`config.mk`:
```
export PLATFORM = sky130hd
export DESIGN_NAME = hub_tx_arbiter
export DESIGN_NICKNAME = d
export VERILOG_FILES = /design/src/rtl/hub_tx_arbiter.sv
export SDC_FILE = /design/constraint.sdc
export NUM_CORES = 1
export LEC_CHECK = 0
export BUFFER_PORTS_ARGS = -buffer_cell sky130_fd_sc_hd__buf_4
export CAP_MARGIN = 0
export CORE_ASPECT_RATIO = 1.2
export CORE_MARGIN = 4
export CORE_UTILIZATION = 55
export DETAILED_ROUTE_END_ITERATION = 7
export GPL_TIMING_DRIVEN = 0
export PLACE_DENSITY = 0.93
export SLEW_MARGIN = 20
export SYNTH_ARGS = -nofsm -noshare
export SYNTH_HDL_FRONTEND = slang
export SYNTH_SLANG_ARGS = --single-unit
```
`constraint.sdc`:
```
create_clock -name clk -period 3.4 [get_ports clk]
set_input_delay 0.68 -clock clk [delete_from_list [all_inputs] [get_ports clk]]
set_output_delay 0.68 -clock clk [all_outputs]
set_load 0.03 [all_outputs]
```
`src/rtl/hub_tx_arbiter.sv`:
```
//==============================================================================
// Module   : hub_tx_arbiter
// Brief    : Frame-level round-robin scheduler for the shared hub forwarding
//            datapath. It grants one source port at a time and broadcasts that
//            port's bytes to every other port. It also enforces the inter-frame
//            gap and the jabber (maximum frame length) truncation.
// Revision : 1.0 - initial release
//==============================================================================
`default_nettype none

module hub_tx_arbiter #(
   parameter int NUM_PORTS  = 3,
   parameter int DATA_W     = 8,
   parameter int IFG_CYCLES = 12,
   parameter int MAX_FRAME  = 1518,
   parameter int LEN_W      = 11
) (
   input  logic                          clk,
   input  logic                          reset,
   input  logic [NUM_PORTS-1:0]          req,
   input  logic [NUM_PORTS*DATA_W-1:0]   src_data,
   input  logic [NUM_PORTS-1:0]          src_valid,
   input  logic [NUM_PORTS-1:0]          src_last,
   output logic [NUM_PORTS-1:0]          src_ready,
   output logic [DATA_W-1:0]             tx_data,
   output logic [NUM_PORTS-1:0]          tx_valid,
   input  logic [NUM_PORTS-1:0]          tx_ready,
   output logic [NUM_PORTS-1:0]          grant,
   output logic                          busy,
   output logic                          frame_done,
   output logic                          jabber_err
);

   localparam int PTR_W = (NUM_PORTS > 1) ? $clog2(NUM_PORTS) : 1;
   localparam int IFG_W = (IFG_CYCLES > 1) ? $clog2(IFG_CYCLES) : 1;
   localparam logic [IFG_W-1:0] IFG_LAST  = IFG_W'((IFG_CYCLES > 0) ? IFG_CYCLES - 1 : 0);
   localparam logic [LEN_W-1:0] LEN_LAST  = LEN_W'(MAX_FRAME - 1);
   localparam logic [PTR_W-1:0] PTR_RESET = PTR_W'(NUM_PORTS - 1);

   typedef enum logic [2:0] {
      S_IDLE  = 3'd0,
      S_GRANT = 3'd1,
      S_XFER  = 3'd2,
      S_DRAIN = 3'd3,
      S_IFG   = 3'd4
   } state_t;

   state_t               state, state_nxt, end_state;
   logic [PTR_W-1:0]     rr_ptr;
   logic [LEN_W-1:0]     byte_cnt;
   logic [IFG_W-1:0]     ifg_cnt;
   logic [PTR_W-1:0]     pick_idx;
   logic [NUM_PORTS-1:0] pick_hot;
   logic                 sel_valid, sel_last;
   logic [DATA_W-1:0]    sel_data;
   logic                 all_rdy, fire, jab_hit;

   assign busy = (state != S_IDLE);

   // Round-robin pick: scan the ports after the last winner, the last winner itself last.
   always_comb begin
      logic             found;
      logic [PTR_W-1:0] cand;
      found    = 1'b0;
      cand     = '0;
      pick_idx = '0;
      pick_hot = '0;
      for (int k = 1; k <= NUM_PORTS; k++) begin
         cand = PTR_W'((int'(rr_ptr) + k) % NUM_PORTS);
         if (!found && req[cand]) begin
            found    = 1'b1;
            pick_idx = cand;
            pick_hot = NUM_PORTS'(1) << cand;
         end
      end
   end

   // Select the owner's FIFO head signals using the one-hot grant.
   always_comb begin
      sel_valid = 1'b0;
      sel_last  = 1'b0;
      sel_data  = '0;
      for (int p = 0; p < NUM_PORTS; p++) begin
         if (grant[p]) begin
            sel_valid = src_valid[p];
            sel_last  = src_last[p];
            sel_data  = src_data[p*DATA_W +: DATA_W];
         end
      end
   end

   // Next-state logic and datapath strobes; the owner's own tx bit is never driven.
   always_comb begin
      state_nxt  = state;
      end_state  = (IFG_CYCLES == 0) ? S_IDLE : S_IFG;
      src_ready  = '0;
      tx_valid   = '0;
      tx_data    = '0;
      frame_done = 1'b0;
      jab_hit    = 1'b0;
      fire       = 1'b0;
      all_rdy    = &(tx_ready | grant);
      case (state)
         S_IDLE: begin
            if (|req) state_nxt = S_GRANT;
         end
         S_GRANT: begin
            state_nxt = S_XFER;
         end
         S_XFER: begin
            src_ready = grant & {NUM_PORTS{all_rdy}};
            tx_valid  = ~grant & {NUM_PORTS{sel_valid & all_rdy}};
            tx_data   = sel_data;
            fire      = sel_valid & all_rdy;
            if (fire) begin
               if (sel_last) begin
                  frame_done = 1'b1;
                  state_nxt  = end_state;
               end else if (byte_cnt == LEN_LAST) begin
                  jab_hit   = 1'b1;
                  state_nxt = S_DRAIN;
               end
            end
         end
         S_DRAIN: begin
            src_ready = grant;
            if (sel_valid && sel_last) begin
               frame_done = 1'b1;
               state_nxt  = end_state;
            end
         end
         S_IFG: begin
            if (ifg_cnt == IFG_LAST) state_nxt = S_IDLE;
         end
         default: state_nxt = S_IDLE;
      endcase
   end

   // State register.
   always_ff @(posedge clk or negedge reset) begin
      if (!reset) state <= S_IDLE;
      else        state <= state_nxt;
   end

   // Grant ownership, round-robin pointer, byte/gap counters and the jabber pulse.
   always_ff @(posedge clk or negedge reset) begin
      if (!reset) begin
         grant      <= '0;
         rr_ptr     <= PTR_RESET;
         byte_cnt   <= '0;
         ifg_cnt    <= '0;
         jabber_err <= 1'b0;
      end else begin
         jabber_err <= jab_hit;
         if (state == S_IDLE && |req) begin
            grant  <= pick_hot;
            rr_ptr <= pick_idx;
         end
         if (state == S_GRANT) byte_cnt <= '0;
         else if (fire)        byte_cnt <= byte_cnt + LEN_W'(1);
         if (frame_done) begin
            grant   <= '0;
            ifg_cnt <= '0;
         end else if (state == S_IFG) begin
            ifg_cnt <= ifg_cnt + IFG_W'(1);
         end
      end
   end

endmodule

`default_nettype wire

```
# --- Word level (Yosys, flattened, before mapping) ---
# Index checks and enable logic that the tools add are counted.
totals:
  reg_bits: 24
  word_cells: 98
  out_inout_bits: 20
  in_bits: 38
classes:
  div_mod_pow: 3
  addsub: 5
  n_shift: 3
  bitwise: 5
  reduce_logical: 14
  muxes: 48
  n_eq_ne: 11
  order_cmp: 3
ops:
  columns: ["operator", "count"]
  rows:
  - ["modulo 32 x 3 -> 32 bit (second input constant)", 3]
  - ["two-way mux 3 bit", 12]
  - ["two-way mux 8 bit", 4]
  - ["two-way mux 11 bit", 2]
  - ["two-way mux 1 bit", 19]
  - ["case mux 3 bit (5 select lines)", 1]
  - ["adder 11 x 1 -> 11 bit (second input constant)", 1]
  - ["== test 11 bit (second input constant)", 1]
  - ["less-than comparator 2 x 3 -> 1 bit (second input constant)", 3]
  - ["left shift 1 x 2 -> 3 bit (first input constant)", 3]
  - ["two-way mux 4 bit", 2]
  - ["!= test 2 bit (second input constant)", 4]
  - ["adder 2 x 2 -> 3 bit (second input constant)", 2]
  - ["AND 3 bit", 2]
  - ["binary-select mux 1 bit (select 2 bit)", 3]
  - ["== test 3 x 2 -> 1 bit (second input constant)", 2]
  - ["two-way mux 2 bit", 3]
  - ["case mux 3 bit (2 select lines)", 1]
  - ["nonzero test 2 bit", 3]
  - ["AND reduction 5 bit", 1]
  - ["adder 4 x 1 -> 4 bit (second input constant)", 1]
  - ["== test 4 bit (second input constant)", 1]
  - ["logical AND 1 bit", 4]
  - ["adder 2 x 1 -> 3 bit (second input constant)", 1]
  - ["12 further kinds", 13]

# --- Depth between registers and ports, before layout ---
# Gate-level depths: netlist (run 1).
depth:
  word_depth: 13
  mapped_depth: 7
  depth_no_buf: 6

# --- Worst setup path before layout (run 1) ---
# Ideal clock, no wire load.
synth_path:
  path_type: "reg-to-output"
  from: "reg grant[1]"
  to: "out frame_done"
  n_path_buf: 1
  required_ns: 2.720
  path_stages_with_launch: 5
  setup_slack_ns: 0.740
  t_arrival_ns: 1.980
  path_cell_list: "dfrtp_1 > clkbuf_2 > o22a_1 > a21oi_1 > nor4_2"
synth_between:
  elab_chain_cells: 5
  word_cells_on_any_way: 12
  cone_classes: "8 x mux; 2 x bitwise; 2 x reduce/logical"
synth_lines:
  columns: ["item", "line_no", "text"]
  rows:
  - ["start: declaration", "28", "output logic [NUM_PORTS-1:0] grant,"]
  - ["start signal: assignment", "156", "grant <= pick_hot;"]
  - ["OR 3 bit / two-way mux 1 bit (equally long branches)", "102, 84", null]
  - ["AND reduction 3 bit / two-way mux 1 bit (equally long branches)", "102, 84", null]
  - ["AND 1 bit (tied with other cells)", "114", "fire = sel_valid & all_rdy;"]
  - ["two-way mux 1 bit, on equally long branches", "115, 127", null]
  - ["case mux 1 bit (2 select lines) *", "103", "case (state)"]
  - ["end: declaration", "30", "output logic frame_done,"]
# Mark *: on every way between the ends. The rest lies on a longest branch, timed or not.

# --- Final worst setup path (run 1) ---
layout_path:
  from: "reg grant[2]"
  to: "out frame_done"
layout_between:
  elab_chain_cells: 5
  word_cells_on_any_way: 10
  cone_classes: "6 x mux; 2 x bitwise; 2 x reduce/logical"
layout_lines:
  columns: ["item", "line_no", "text"]
  rows:
  - ["OR 3 bit", "102", "all_rdy = &(tx_ready | grant);"]
  - ["AND reduction 3 bit", "102", null]
  - ["AND 1 bit", "114", null]
  - ["two-way mux 1 bit", "115", "if (fire) begin"]
  - ["case mux 1 bit (2 select lines) *", "103", null]
# Marked as above.

==> results.toml, run 1 <==
[pwr]
powerDensity_nw_per_um2 = 879
p_total_uw = 2020
max-vdd-ir-drop_uv = 712
leakage_uw = 0.00103

[synth]
netlist_area_um2 = 1770
synth_seq_cells = 24
synth_ff_type = "dfrtp_1"
synthMuxAreaShare_pct = 3.53
yosysTopAreaCell = "dfrtp_1"
synth_top_area_share_pct = 32.5
synth_top_family_by_area = "simple AND/OR/NAND/NOR gates"
synth_most_common_cell = "nor2_1"
yosys.area_share.xor_xnor_pct = 1.98
yosys-top-cells-area = "dfrtp_1, nor2_1, a221oi_1, ha_1, a21oi_1"
syn_inst = 210
synth_cell_types = 50
synth_compound_area_share_pct = 22.4
ys_warn_count = 0
syn_nets = 254
synth_common_cells = "nor2_1, dfrtp_1, a21oi_1"
postSynth.asyncResetShare_pct = 100
avgSynthCellArea_um2 = 8.44
synth_edf_count = 0
synth-simple-area-share_pct = 29.4
seq_area_frac_synth_pct = 33.9
yosys.area_share.adder_pct = 4.23

[route]
routed_wl_um = 4690
drtPass1Iterations = 4
drt_iter0_drc = 97
wl_per_cell_um = 15.3
vias_per_cell = 5.98
drc = 0
ant_nets = 0
num_vias = 1835

[final_layout]
syn_to_final_growth_pct = 29.6
final_nets = 316
fin_util_pct = 74.6
drive_gt1_share_pct = 28.8
insertedDiodeCount = 0

[clock_tree]
insertion_delay_ps = 320
cts_num_sinks = 24
cts_tree = "built"
cts.clk_slew.worst_paths_ps = 130
cts_resized = 0
hold_buffers = 0
cts_setup_buffers = 0
cts-buffers-inserted = 3
cts_root_buf = "clkbuf_4"
h-tree-depth = 1
cts_buffer_depth = 2

[die]
die_w_um = 59.8
coreArea_um2 = 3080
die-area_um2 = 4200
initial_core_util_pct = 57.5
dieHeight_um = 70.2
ios = 58
rows = 22

[worst_setup_path]
required_ps = 2720
slowest_delay_ps = 760
path_buf_inv = 2
start_kind = "register"
path_class = "reg -> out"
cp-end-kind = "output port"
critPathMaxFanout = 10
crit_chain = "buf_2, a21oi_1, o2bb2ai_1, nor4_2, buf_4"
timing.critical_path.slowest_stage_cell = "nor4_2"
path_delay_family = "simple AND/OR/NAND/NOR gates"
arrival_ps = 2400

[sta]
finalSetupTns_ps = 0
clock_skew_ps = 1.17
whs_ps = 221
max_freq_mhz = 325
report.final.slew_viol_count = 0
setup_viol = 0
finalCritPeriodShare_pct = 90.5
slew_headroom_pct = 42.4
timing.final.hold_violations = 0
rsz0062_at_grt = "false"
tightestPinTransition_ps = 857
final.min_clock_period_ps = 3080

[grt]
overflow = 0
antenna_found_initial = 0
first_global_vias = 1762
track_usage_pct = 23.7
grt_start_max_net_pins = 25
grt_pass1_wl_um = 7880

[flow_run]
cap_violations = 0

[placed_design]
port_buffers = 57
place.gp.congestion = 0.878
dp_hpwl_um = 3720

[hold_path]
hold_class = "in -> async"

[run_status]
status = "finished, final reports clean"
[kinds of logic (layout without fill, tap and decap cells)]
family / Yosys count / in the layout
compound gates: 57 / 57
xor+xnor: 4 / 4
fa+ha+maj: 6 / 6
buf+inv: 18 / 79
flops: 24 / 24
mux: 6 / 6
simple gates: 95 / 95
[flip-flops by register name (all words and copies together), names as in the netlist]
signal	cells
grant	3
state	3
jabber_err	1
ifg_cnt	4
byte_cnt	11
rr_ptr	2
[power breakdown]
group / switching [µW] / leakage [µW] / internal (µW)
Combinational: 832 / 0.000687 / 523
Clock: 88.4 / 0.0000279 / 119
Sequential: 89.9 / 0.000316 / 368
Total: 1010 / 0.00103 / 1010
[final timing paths]
check                            start          end  slack (ps)  cells past startpoint
setup / recovery              grant[2]   frame_done         320                      5
hold / removal                   reset  byte_cnt[8]         220                      1
setup reg to reg             rr_ptr[1]     grant[2]        1290                      7
hold reg to reg            byte_cnt[8]  byte_cnt[8]         560                      2
max in group asynchronous        reset    rr_ptr[1]        2890                      1
min in group clk           byte_cnt[8]  byte_cnt[8]         560                      2
[stage by stage]
stage	cell area (µm²)	cells	setup slack [ps]
after floorplan	1770	210	740
after global placement	2250	303	560
after global routing	2300	307	112
after CTS	2300	307	291
after detailed placement	2250	303	537
final	2300	307	325
[final cells by class]
| type | instances | area (µm²) |
|---|---|---|
| Buffer | 11 | 52.6 |
| Sequential cell | 24 | 602 |
| Clock inverter | 1 | 30.0 |
| Tap cell | 36 | 45.0 |
| Inverter | 7 | 26.3 |
| Multi-Input combinational cell | 168 | 1090 |
| Fill cell | 242 | 785 |
| Clock buffer | 3 | 22.5 |
| Timing Repair Buffer | 57 | 428 |
[metal layers]
layer | vias to the layer above | GRT usage [%] | wire (µm)
met1 | 869 | 30.4 | 1940
met3 | 4 | 3.14 | 218
met5 | - | 0 | 0
met2 | 48 | 39.1 | 2470
met4 | 0 | 9.61 | 62
li1 | 914 | - | -
[cell usage in the layout (no fill, tap or decap), types with 5 or more instances in the layout]
cell type	n
a21oi_1	14
nand2_1	10
o21ai_0	8
nand4_1	6
buf_4	59
nor2_1	27
dfrtp_1	23
or4_1	5
ha_1	6
clkbuf_1	6
a221oi_1	10
nor3_1	11
or3_1	6
nand2b_1	5
inv_1	7
Note: power is estimated with default switching activity, not from simulation.
==> inputs of run 2 (changes only) <==
Settings changed: CELL_PAD_IN_SITES_DETAIL_PLACEMENT from default to 1, CELL_PAD_IN_SITES_GLOBAL_PLACEMENT from default to 2, CORE_UTILIZATION 55 to 31, PLACE_DENSITY 0.93 to 0.92.
==> run 2 against run 1 <==
Total power increased by 0.40%. Global-route usage decreased by 7.3 points. Sequential power grew 1%. Cell area rose by 1.1%. Non-clock buffer count did not move. Combinational power grew 3%. Maximum frequency rose by 0.73%. Worst hold slack improved by 82 ps. Clock-buffer cell count increased by 1. Via count up 0.22%. Sequential share of layout area fell by 0.28 points.
==> results.toml, run 2 (same netlist as run 1, synthesis figures left out) <==
[sta]
whs_ps = 303
clock_skew_ps = 2.71
max_freq_mhz = 328
finalSetupTns_ps = 0
report.final.slew_viol_count = 0
tightestPinTransition_ps = 899
worst_slack_ps = 347
finalCritPeriodShare_pct = 89.8
setup_viol = 0
slew_headroom_pct = 39.6
final.min_clock_period_ps = 3050
rsz0062_at_grt = "false"
timing.final.hold_violations = 0

[final_layout]
insertedDiodeCount = 0
final_cell_count_no_fill = 333
regMostFlops = "byte_cnt"
final_common_cell = "buf_4"
largest_reg_flops = 11
final_cell_mix = "buf_4, nor2_1, dfrtp_1, a21oi_1, nor3_1"
final_nets = 316
top_regs = "byte_cnt x11, ifg_cnt x4"
num-fill-cells = 673
syn_to_final_growth_pct = 31.1
drive_gt1_share_pct = 28.4

[die]
rows = 29
initial_core_util_pct = 32.8
die-area_um2 = 7000
dieHeight_um = 90.8
die_w_um = 77.0
ios = 58
coreArea_um2 = 5410

[pwr]
p_total_uw = 2030
max-vdd-ir-drop_uv = 415
netSwitchingPower_uw = 1050
comb_power_share_pct = 68.4
leakage_uw = 0.00103
p_seq_share_pct = 22.8
intPower_uw = 977
powerDensity_nw_per_um2 = 873
switching_share_pct = 51.8
clockPowerShare_pct = 8.8

[run_status]
status = "finished, final reports clean"

[route]
drc = 0
ant_nets = 0
wl_per_cell_um = 17.5
drtPass1Iterations = 4
routed_wl_um = 5830
num_vias = 1839
drt_iter0_drc = 72
vias_per_cell = 5.52

[grt]
track_usage_pct = 16.4
grt_start_max_net_pins = 25
overflow = 0
grt_pass1_wl_um = 9400
first_global_vias = 1894
antenna_found_initial = 0

[placed_design]
dp.cells = 329
port_buffers = 57
dpl_worst_slack_ps = 500
dp_hpwl_um = 4610
place.gp.congestion = 0.774

[worst_setup_path]
reg2reg_from = "rr_ptr[1]"
timing.critical_path.slowest_stage_cell = "nor4_2"
r2r_setup_slack_ps = 1180
reg2reg_depth = 7
path_class = "reg -> out"
slowest_delay_ps = 800
crit_chain = "buf_2, a21oi_1, o2bb2ai_1, nor4_2, buf_4"
cp-end-kind = "output port"
worstReg2RegEnd = "grant[2]"
arrival_ps = 2370
start_kind = "register"
critPathMaxFanout = 10
required_ps = 2720

[clock_tree]
cts.clk_slew.worst_paths_ps = 90
cts_num_sinks = 24
cts_tree = "built"
cts-buffers-inserted = 3
hold_buffers = 0
cts_buffer_depth = 2
insertion_delay_ps = 270
cts_resized = 0
cts_setup_buffers = 0
cts_root_buf = "clkbuf_8"
h-tree-depth = 1

[hold_path]
hold_class = "in -> async"

[flow_run]
cap_violations = 0
==> run 2: final cells by class <==
| cell class | instances | area (µm²) | share of cell area (%) |
|---|---|---|---|
| multi-input combinational | 168 | 1090 | 47.0 |
| sequential | 24 | 602 | 25.9 |
| timing repair buffer | 57 | 428 | 18.4 |
| tap | 62 | 77.6 | 3.34 |
| buffer | 11 | 52.6 | 2.26 |
| clock buffer | 4 | 45.0 | 1.94 |
| inverter | 7 | 26.3 | 1.13 |
==> run 2: worst max path at each step <==
stage | from | endpoint | slack [ps] | depth (start not counted)
3_3_place_gp | src_last[0] | frame_done | 480 | 5
4_1_cts | grant[2] | frame_done | 300 | 5
2_1_floorplan | grant[1] | frame_done | 740 | 4
6_report | grant[2] | frame_done | 350 | 5
5_1_grt | grant[2] | frame_done | 150 | 5
3_5_place_dp | tx_ready[1] | frame_done | 500 | 5
==> run 2: metal layers <==
metal  track usage, %  vias up  part of all wire [%]
met1             20.7      894                    44
met4             4.30        0                   1.1
met5                0        -                     0
li1                 -      912                     -
met3             1.60        6                   2.8
met2             29.7       27                    52
==> run 2: stage by stage <==
stage,utilization (%),cell area [µm²]
after floorplan,-,1770
after global placement,42.1,2280
after detailed placement,42.1,2280
after CTS,43.0,2320
after global routing,43.0,2320
final,43.0,2320
==> run 2: power groups by stage <==
| stage | Clock (µW) | Combinational [µW] | Sequential (µW) |
|---|---|---|---|
| 6_report | 178 | 1390 | 463 |
| 4_1_cts | 183 | 1400 | 463 |
| 3_3_place_gp | 0 | 1370 | 463 |
| 5_1_grt | 198 | 1520 | 477 |
| 3_5_place_dp | 0 | 1390 | 468 |
| 2_1_floorplan | 0 | 931 | 475 |
==> run 2: critical path: cells and delay by family (launching register included) <==
family                 cells  cell delay, ps
flip-flops                 1             440
AND/OR/NAND/NOR            1             800
AO/OA/AOI/OAI              2             310
buffers and inverters      2             570
==> inputs of run 3 (changes only) <==
Settings changed: CORE_UTILIZATION 31 to 26, PLACE_DENSITY 0.92 to 0.83.
Clock period 3.4 ns to 2.7 ns, I/O delays scaled along.
==> run 3 against run 2 <==
Worst setup slack lost 130 ps. Cell area rose by 2.9%. Global-route usage decreased by 1.7 points. Clock skew down 0.53 ps. Worst hold slack lost 140 ps. Highest routed layer unchanged.
==> results.toml, run 3 (same netlist as run 1, synthesis figures left out) <==
[sta]
slew_headroom_pct = 54.5
final.min_clock_period_ps = 2480
tightestPinTransition_ps = 681
finalCritPeriodShare_pct = 91.8
timing.final.hold_violations = 0
clock_skew_ps = 2.18
setup_viol = 0
max_freq_mhz = 403
report.final.slew_viol_count = 0
rsz0062_at_grt = "false"

[final_layout]
insertedDiodeCount = 0
final_common_cell = "buf_4"
regMostFlops = "byte_cnt"
syn_to_final_growth_pct = 34.8
fin_util_pct = 36.6
final_cell_mix = "buf_4, nor2_1, dfrtp_1, a21oi_1, nor3_1"
final_nets = 317
drive_gt1_share_pct = 29.0
top_regs = "byte_cnt x11, ifg_cnt x4"
largest_reg_flops = 11
num-fill-cells = 795

[clock_tree]
insertion_delay_ps = 270
hold_buffers = 0
h-tree-depth = 1
cts_num_sinks = 24
cts-buffers-inserted = 3
cts_tree = "built"
cts_root_buf = "clkbuf_8"
cts.clk_slew.worst_paths_ps = 90
cts_buffer_depth = 2

[placed_design]
place.gp.congestion = 0.802
port_buffers = 57
dp_hpwl_um = 4590

[die]
dieHeight_um = 98.5
ios = 58
die_w_um = 83.4
die-area_um2 = 8210
coreArea_um2 = 6530
rows = 32
initial_core_util_pct = 27.2

[route]
drtPass1Iterations = 4
ant_nets = 0
wl_per_cell_um = 16.6
routed_wl_um = 5920
vias_per_cell = 5.27
num_vias = 1883
drc = 0
drt_iter0_drc = 24

[worst_setup_path]
slowest_delay_ps = 350
cp-end-kind = "output port"
r2r_setup_slack_ps = 620
timing.critical_path.slowest_stage_cell = "dfrtp_1"
critPathMaxFanout = 10
crit_chain = "clkbuf_2, and3b_2, o2111ai_4, buf_2, nor2_1, buf_4"
required_ps = 2160
arrival_ps = 1940
path_class = "reg -> out"
start_kind = "register"

[grt]
overflow = 0
grt_start_max_net_pins = 25
first_global_vias = 1976
antenna_found_initial = 0
track_usage_pct = 14.7
grt_pass1_wl_um = 10000

[run_status]
status = "finished, final reports clean"

[pwr]
leakage_uw = 0.00104
powerDensity_nw_per_um2 = 1090
p_total_uw = 2610
max-vdd-ir-drop_uv = 449

[flow_run]
cap_violations = 0

[hold_path]
hold_class = "in -> async"
run 3: cell count changes in the layout (fill, tap and decap cells not counted), sizes merged:
cell  previous run  this run
buf             61        62
run 3: critical path, delay by kind of cell (launching register included):
kind / cells / cell delay [ps]
compound gates: 1 / 300
simple gates: 2 / 330
buf+inv: 3 / 680
flops: 1 / 350
run 3: metal layers:
metal  wire length (µm)  track usage [%]  up-vias
met5                  0                0        -
met3                150             2.51        6
met2               3070             26.0       29
li1                   -                -      916
met4                 76             3.02        0
met1               2620             18.8      932
run 3: area by class of cell:
class	instances	area (µm²)	share of cell area, %
buffer	11	52.6	2.20
clock buffer	4	55.1	2.30
inverter	7	26.3	1.10
multi-input combinational	168	1110	46.5
sequential	24	602	25.2
tap	85	106	4.45
timing repair buffer	58	435	18.2
run 3: timing repair:
item                       CTS  global route
gates resized for setup      1             1
setup endpoints to repair    1             3
setup buffers                1             0
pin swaps                    1             0
run 3: stage by stage:
stage / hold WS [ps] / worst slack (ps) / TNS (ps) / area [µm²] / instances
6_report: 165 / 222 / 0 / 2390 / 357
5_1_grt: 169 / 57.3 / 0 / 2390 / 357
4_1_cts: 171 / 137 / 0 / 2380 / 357
3_5_place_dp: 471 / -5.07 / -5.07 / 2310 / 352
3_3_place_gp: 466 / 13.5 / 0 / 2310 / 352
2_1_floorplan: 244 / 180 / 0 / 1770 / 210
run 3: worst paths after layout:
kind | cells past startpoint | from | endpoint
worst min register to register | 2 | ifg_cnt[3] | ifg_cnt[3]
max in group asynchronous | 1 | reset | rr_ptr[1]
min in group clk | 2 | ifg_cnt[3] | ifg_cnt[3]
worst max register to register | 7 | rr_ptr[1] | grant[2]
worst min-delay path | 1 | reset | byte_cnt[6]
worst max-delay path | 6 | grant[1] | tx_valid[1]
run 3: report_power, final:
part	internal (µW)	switching (µW)	total [µW]
Combinational	673	1110	1780
Sequential	463	115	578
Clock	130	122	252
Total	1270	1340	2610
